### config.mk
export PLATFORM = sky130hd
export DESIGN_NAME = tlb
export DESIGN_NICKNAME = d
export VERILOG_FILES = /design/src/rtl/tlb_pkg.sv /design/src/rtl/tlb_match.sv /design/src/rtl/tlb.sv
export SDC_FILE = /design/constraint.sdc
export NUM_CORES = 2
export LEC_CHECK = 0
export ABC_AREA = 1
export BUFFER_PORTS_ARGS = -buffer_cell sky130_fd_sc_hd__buf_2
export CAP_MARGIN = 20
export CORE_ASPECT_RATIO = 1.25
export CORE_UTILIZATION = 60
export CTS_BUF_LIST = sky130_fd_sc_hd__clkbuf_4
export DETAILED_ROUTE_END_ITERATION = 8
export PLACE_DENSITY = 0.8
export SLEW_MARGIN = 15
export SYNTH_ARGS = -nofsm -noshare
export SYNTH_HDL_FRONTEND = slang
export SYNTH_SLANG_ARGS = --single-unit
### constraint.sdc
create_clock -name clk -period 8.2 [get_ports clk]
set_input_delay 0.41 -clock clk [delete_from_list [all_inputs] [get_ports clk]]
set_output_delay 0.41 -clock clk [all_outputs]
set_load 0.03 [all_outputs]
### src/rtl/tlb_pkg.sv
// tlb_pkg: shared types and constants for the translation lookaside buffer.
//   - state_e      : controller states
//   - pte_bit_e    : bit positions of the V/R/W/X flags inside a PTE
//   - tlb_entry_t  : one TLB entry {valid, vpn, pte}
//   - make_paddr() : physical address from a leaf PTE and a virtual address
package tlb_pkg;

  localparam int PAGE_SHIFT = 12;
  localparam int PPN_LSB    = 10;
  localparam int PTE_WIDTH  = 64;
  localparam int VPN_W      = 36;

  typedef enum logic [2:0] {
    S_IDLE,
    S_CHECK,
    S_WALK_REQ,
    S_WALK_BUSY,
    S_WALK_WAIT,
    S_FILL
  } state_e;

  typedef enum int unsigned {
    PTE_V = 0,
    PTE_R = 1,
    PTE_W = 2,
    PTE_X = 3
  } pte_bit_e;

  typedef struct packed {
    logic                 valid;
    logic [VPN_W-1:0]     vpn;
    logic [PTE_WIDTH-1:0] pte;
  } tlb_entry_t;

  // PPN shifted up to the page boundary; bits pushed above bit 63 are dropped.
  function automatic logic [PTE_WIDTH-1:0] make_paddr(input logic [PTE_WIDTH-1:0] pte,
                                                      input logic [PTE_WIDTH-1:0] vaddr);
    return ((pte >> PPN_LSB) << PAGE_SHIFT) |
           (vaddr & ((64'd1 << PAGE_SHIFT) - 64'd1));
  endfunction

endpackage

### src/rtl/tlb_match.sv
// tlb_match: combinational tag compare over every TLB entry.
//   valid       : per-entry valid bits
//   tags        : per-entry VPN tags
//   vpn         : VPN being looked up
//   hit         : some valid entry holds vpn
//   hit_idx     : lowest-index matching entry
//   inv_idx     : lowest-index invalid entry
//   any_invalid : at least one entry is invalid
module tlb_match import tlb_pkg::*; #(
  parameter int ENTRIES   = 8,
  parameter int VPN_WIDTH = VPN_W,
  localparam int IDX_W    = $clog2(ENTRIES)
) (
  input  logic [ENTRIES-1:0]   valid,
  input  logic [VPN_WIDTH-1:0] tags [ENTRIES],
  input  logic [VPN_WIDTH-1:0] vpn,
  output logic                 hit,
  output logic [IDX_W-1:0]     hit_idx,
  output logic [IDX_W-1:0]     inv_idx,
  output logic                 any_invalid
);

  // NOTE: every output gets a default before the loop, so no path leaves one
  // unassigned and no latch is inferred.
  always_comb begin
    hit         = 1'b0;
    hit_idx     = '0;
    inv_idx     = '0;
    any_invalid = 1'b0;
    // Scan downwards so the lowest matching / invalid index is the one kept.
    for (int i = ENTRIES - 1; i >= 0; i--) begin
      if (valid[i] && (tags[i] == vpn)) begin
        hit     = 1'b1;
        hit_idx = IDX_W'(i);
      end
      if (!valid[i]) begin
        any_invalid = 1'b1;
        inv_idx     = IDX_W'(i);
      end
    end
  end

endmodule

### src/rtl/tlb.sv
// tlb: fully-associative TLB in front of the page-table walker.
//   req_valid/req_vaddr/req_ready : lookup request handshake
//   flush                         : invalidate every entry
//   resp_valid/paddr/perm/fault   : one-cycle registered response
//   walk_enable/walk_vaddr        : walk launch pulse and held address
//   walk_ready/walk_pte_array     : walker completion and its 8-PTE line
module tlb import tlb_pkg::*; #(
  parameter int BUS_DATA_WIDTH = 64,
  parameter int TLB_ENTRIES    = 8,
  parameter int VPN_WIDTH      = 36
) (
  input  logic                        clk,
  input  logic                        reset,
  input  logic                        req_valid,
  input  logic [BUS_DATA_WIDTH-1:0]   req_vaddr,
  output logic                        req_ready,
  input  logic                        flush,
  output logic                        resp_valid,
  output logic [BUS_DATA_WIDTH-1:0]   resp_paddr,
  output logic [7:0]                  resp_perm,
  output logic                        resp_fault,
  output logic                        walk_enable,
  output logic [BUS_DATA_WIDTH-1:0]   walk_vaddr,
  input  logic                        walk_ready,
  input  logic [8*BUS_DATA_WIDTH-1:0] walk_pte_array
);

  localparam int IDX_W      = $clog2(TLB_ENTRIES);
  localparam int LINE_PTES  = 8;

  state_e                    state;
  tlb_entry_t                entries [TLB_ENTRIES];
  logic [IDX_W-1:0]          rr_ptr;
  logic                      flush_pending;
  logic [BUS_DATA_WIDTH-1:0] vaddr_q;
  logic [BUS_DATA_WIDTH-1:0] fill_pte;

  logic [TLB_ENTRIES-1:0]    valid_vec;
  logic [VPN_WIDTH-1:0]      tag_vec [TLB_ENTRIES];
  logic [VPN_WIDTH-1:0]      lookup_vpn;
  logic                      hit;
  logic [IDX_W-1:0]          hit_idx;
  logic [IDX_W-1:0]          inv_idx;
  logic                      any_invalid;

  logic [BUS_DATA_WIDTH-1:0] line_pte [LINE_PTES];
  logic [BUS_DATA_WIDTH-1:0] walk_pte;
  logic [BUS_DATA_WIDTH-1:0] hit_pte;
  logic                      flush_now;

  assign lookup_vpn = vaddr_q[PAGE_SHIFT +: VPN_WIDTH];
  assign walk_pte   = line_pte[vaddr_q[PAGE_SHIFT +: 3]];
  assign hit_pte    = entries[hit_idx].pte;
  // A flush arriving in the same cycle as the exit counts as pending.
  assign flush_now  = flush | flush_pending;

  always_comb begin
    for (int i = 0; i < TLB_ENTRIES; i++) begin
      valid_vec[i] = entries[i].valid;
      tag_vec[i]   = entries[i].vpn;
    end
    for (int k = 0; k < LINE_PTES; k++) begin
      line_pte[k] = walk_pte_array[k*BUS_DATA_WIDTH +: BUS_DATA_WIDTH];
    end
  end

  tlb_match #(
    .ENTRIES   (TLB_ENTRIES),
    .VPN_WIDTH (VPN_WIDTH)
  ) u_match (
    .valid       (valid_vec),
    .tags        (tag_vec),
    .vpn         (lookup_vpn),
    .hit         (hit),
    .hit_idx     (hit_idx),
    .inv_idx     (inv_idx),
    .any_invalid (any_invalid)
  );

  // NOTE: non-blocking assignments only, so every register in this block
  // updates from the values present before the clock edge.
  always_ff @(posedge clk) begin
    if (reset) begin
      state         <= S_IDLE;
      rr_ptr        <= '0;
      flush_pending <= 1'b0;
      req_ready     <= 1'b1;
      resp_valid    <= 1'b0;
      resp_fault    <= 1'b0;
      resp_paddr    <= '0;
      resp_perm     <= '0;
      walk_enable   <= 1'b0;
      walk_vaddr    <= '0;
      vaddr_q       <= '0;
      fill_pte      <= '0;
      // NOTE: only the valid bits need reset; tag and PTE are ignored while
      // an entry is invalid, so the storage itself stays un-reset.
      for (int i = 0; i < TLB_ENTRIES; i++) entries[i].valid <= 1'b0;
    end else begin
      resp_valid  <= 1'b0;
      walk_enable <= 1'b0;
      if (flush && (state != S_IDLE)) flush_pending <= 1'b1;

      unique case (state)
        S_IDLE: begin
          // Flush clears on this edge, so a request accepted alongside it
          // is looked up against an empty TLB.
          if (flush) begin
            for (int i = 0; i < TLB_ENTRIES; i++) entries[i].valid <= 1'b0;
          end
          if (req_valid) begin
            vaddr_q   <= req_vaddr;
            req_ready <= 1'b0;
            state     <= S_CHECK;
          end
        end

        S_CHECK: begin
          if (hit) begin
            resp_valid <= 1'b1;
            resp_paddr <= make_paddr(hit_pte, vaddr_q);
            resp_perm  <= hit_pte[7:0];
            resp_fault <= ~hit_pte[PTE_V];
            if (flush_now) begin
              for (int i = 0; i < TLB_ENTRIES; i++) entries[i].valid <= 1'b0;
            end
            flush_pending <= 1'b0;
            req_ready     <= 1'b1;
            state         <= S_IDLE;
          end else begin
            walk_vaddr  <= vaddr_q;
            walk_enable <= 1'b1;
            state       <= S_WALK_REQ;
          end
        end

        S_WALK_REQ: state <= S_WALK_BUSY;

        // The walker's ready from a previous walk lingers until it restarts.
        S_WALK_BUSY: if (!walk_ready) state <= S_WALK_WAIT;

        S_WALK_WAIT: begin
          if (walk_ready) begin
            fill_pte   <= walk_pte;
            resp_valid <= 1'b1;
            resp_paddr <= make_paddr(walk_pte, vaddr_q);
            resp_perm  <= walk_pte[7:0];
            resp_fault <= ~walk_pte[PTE_V];
            state      <= S_FILL;
          end
        end

        S_FILL: begin
          if (flush_now) begin
            for (int i = 0; i < TLB_ENTRIES; i++) entries[i].valid <= 1'b0;
          end else if (fill_pte[PTE_V]) begin
            if (any_invalid) begin
              entries[inv_idx] <= '{valid: 1'b1, vpn: lookup_vpn, pte: fill_pte};
            end else begin
              entries[rr_ptr] <= '{valid: 1'b1, vpn: lookup_vpn, pte: fill_pte};
              rr_ptr          <= rr_ptr + 1'b1;
            end
          end
          flush_pending <= 1'b0;
          req_ready     <= 1'b1;
          state         <= S_IDLE;
        end

        default: state <= S_IDLE;
      endcase
    end
  end

endmodule

==> flow_summary.yaml <==
synth:
  ys_async_sr_fraction: 0
  synth_top_cell_area_share: 0.441
  synth_top_cell_by_area: "edfxtp_1"
  synth.distinct_cells: 50
  seq_area_frac_synth: 0.548
  ys_warn_count: 0
  synth-seq-cells: 1047
  syn-cell-area_sq_um: 52200
  synth-edff-count: 768
  synth.top_cells.by_area: "edfxtp_1 44%, dfxtp_1 11%, nand2_1 10%, inv_1 5.6%, nand3_1 5.4%"
  syn_avg_cell_area_sq_um: 8.38
  synth_ff_type: "edfxtp_1"
  syn_inst: 6232
  syn-num-nets: 6814
setup_path:
  crit_required_ns: 9.16
  arrival_ns: 6.39
  critPathKind: "reg2reg"
  start_kind: "flip-flop"
  end_kind: "flip-flop"
  cp-startpoint: "vaddr_q[28]"
  r2r_start: "vaddr_q[28]"
  critPathMaxFanout: 96
power:
  ir_drop_uv: 157
  powerDensity_nw_per_um2: 212
  combPwrFrac: 0.223
  p_leak_nw: 28.1
  swShare: 0.330
  pwr-share-seq: 0.453
  clock_power_share: 0.324
  internal_power_mw: 8.87
  switching_power_mw: 4.38
clock_network:
  clk_pin_slew_ns: 0.07
  cts_tree: "yes"
  numCtsBuffers: 239
  hold_buffers: 296
  postCtsSetupRepairBufs: 0
  clock_sinks: 1047
  cts_root_buffer: "clkbuf_4"
  ctsResizeCount: 0
  clockBufferDepth: 3
  htreeDepth: 4
  clkLatencyLatePin_ns: 1.17
hold_path:
  hold_class: "in2reg"
  hp-start: "req_vaddr[17]"
routing:
  postRouteAntennaNets: 0
  viasPerCell: 5.88
  vias: 50500
  drt_pass1_iterations: 7
  avgRoutedWirePerCell_microns: 23.6
  drc: 0
  first_iter_violations: 6383
  drt_wl_total_microns: 203000
timing:
  rsz0062_at_grt: "false"
  post-route-period-util: 0.662
  tightest_slew_ns: 1.27
  setup_viol: 0
  slew_headroom: 0.145
  drv_slew: 0
  fin_skew_ns: 0.0805
  fin_tns_setup_ns: 0
  max_freq_mhz: 184
  min_period_ns: 5.43
  hold_viol_final: 0
floorplanning:
  die_h_microns: 332
  ioPinCount: 721
  chipWidth_microns: 266
  num_rows: 120
  start_util: 0.608
  core_area_sq_um: 85900
  fp.dieArea_sq_um: 88300
global_routing:
  grt_use_met2: 0.683
  grt_pass1_wl_microns: 291000
  first_global_vias: 47600
  busiest_layer: "met2"
  grtUsageMet1: 0.533
  antenna_found_initial: 34
  gr-usage-met3: 0.131
  gr-usage-all-layers: 0.451
  grt_start_max_net_pins: 160
  overflow: 0
cells_and_area:
  areaGrowthSynthToFinish_pct: 19.8
  final_cell_count_no_fill: 8596
  fill_cells: 6603
  drive_gt1_frac: 0.173
  nets: 7780
  fin_util: 0.729
flow_run:
  maxCapViolations: 0
outcome:
  status: "complete, no violations"
place:
  place.gp.congestion: 1.06
  dp.cells: 7815
  place_hpwl_microns: 128000
  placement.io_buffers: 688
[per-stage QoR]
step	cell area (sq um)	power [mW]	worst slack [ns]	hold slack (ns)
2_1_floorplan	52200	7.53	2.12	0.440
3_3_place_gp	56300	8.60	3.13	0.430
3_5_place_dp	56300	8.62	3.04	0.434
4_1_cts	62400	13.1	2.99	0.000981
5_1_grt	62600	13.6	2.58	0.0797
6_report	62600	13.2	2.77	0.0678
[cells in the mapped netlist, drive strengths merged (2+ instances only)]
library cell	number
nor2	599
nand3	565
a31oi	30
nor3	75
nand2	1450
dfxtp	279
o211ai	2
o21ai	449
or2	48
inv	818
nand3b	87
and3	6
nor2b	2
o221ai	2
a21oi	290
nor3b	15
and2	9
o2111ai	5
xor2	39
o22ai	130
buf	169
xnor2	39
nand4	114
edfxtp	768
a211oi	15
nor4	42
clkbuf	179
[power by group through the flow]
| stage | Clock, mW | Sequential [mW] | Combinational (mW) |
|---|---|---|---|
| after detailed placement | 0 | 6.11 | 2.51 |
| after CTS | 4.30 | 5.99 | 2.79 |
| final | 4.29 | 6.01 | 2.95 |
| after global placement | 0 | 6.10 | 2.50 |
| after global routing | 4.55 | 6.02 | 3.08 |
| after floorplan | 0 | 6.28 | 1.24 |
[area by class of cell]
class	instances	area (sq um)	share of cell area
flip-flops and latches	1047	28700	0.458
clock inverters	101	553	0.00884
well taps	1159	1450	0.0232
clock buffers	355	2670	0.0426
inverters	819	3090	0.0493
diodes	24	60.1	0.000960
repair buffers	1073	7190	0.115
multi-input cells	4018	18900	0.302
[cell usage in the layout (no fill, tap or decap), drive strengths merged, types with 2 or more instances in the layout]
cell,count
a211oi,15
a21oi,290
a31oi,30
and2,9
and3,6
buf,777
bufinv,4
clkbuf,355
clkinv,88
clkinvlp,2
dfxtp,279
diode,24
dlygate4sd3,296
edfxtp,768
inv,826
nand2,1450
nand3,565
nand3b,87
nand4,114
nor2,599
nor2b,2
nor3,75
nor3b,15
nor4,42
o2111ai,5
o211ai,2
o21ai,449
o221ai,2
o22ai,130
or2,48
xnor2,39
xor2,39
[worst paths after layout]
kind                            slack (ns)              to  cells after the start
worst max-delay path                  2.77  resp_paddr[26]                     15
worst min-delay path                  0.07     vaddr_q[17]                      4
worst max register to register        2.77  resp_paddr[26]                     15
worst min register to register        0.45  walk_vaddr[23]                      2
[worst max-delay path: stages (launching register included)]
cell and delay [ns]:
dfxtp_1 0.82, inv_1 0.61, or2_2 0.50, o21ai_0 0.08
nand3b_1 0.15, nor4_1 0.09, nand4_4 0.33, buf_4 0.77
buf_4 0.96, nand3b_1 0.19, nand3_1 0.13, nand2_1 0.07
nand2_1 0.06, nand3_1 0.10, nand2_1 0.15, a21oi_1 0.07
[state kept, by name, indices dropped and copies added (netlist names), 3 cells and up]
name	cells
fill_pte	60
resp_perm	8
walk_vaddr	64
entries	776
state	3
resp_paddr	64
vaddr_q	64
rr_ptr	3
[kinds of logic after synthesis]
group | synth area share
flip-flops | 0.548
AO/OA/AOI/OAI | 0.0944
adder cells (fa/ha/maj) | 0.000239
AND/OR/NAND/NOR | 0.251
buffers and inverters | 0.0926
XOR/XNOR | 0.0131
[layer usage]
layer	vias to the layer above	routed length, microns
li1	22800	-
met1	23200	69600
met2	3605	88600
met4	14	18600
met5	-	101
met3	864	25600
Note: power is estimated with default switching activity, not from simulation.
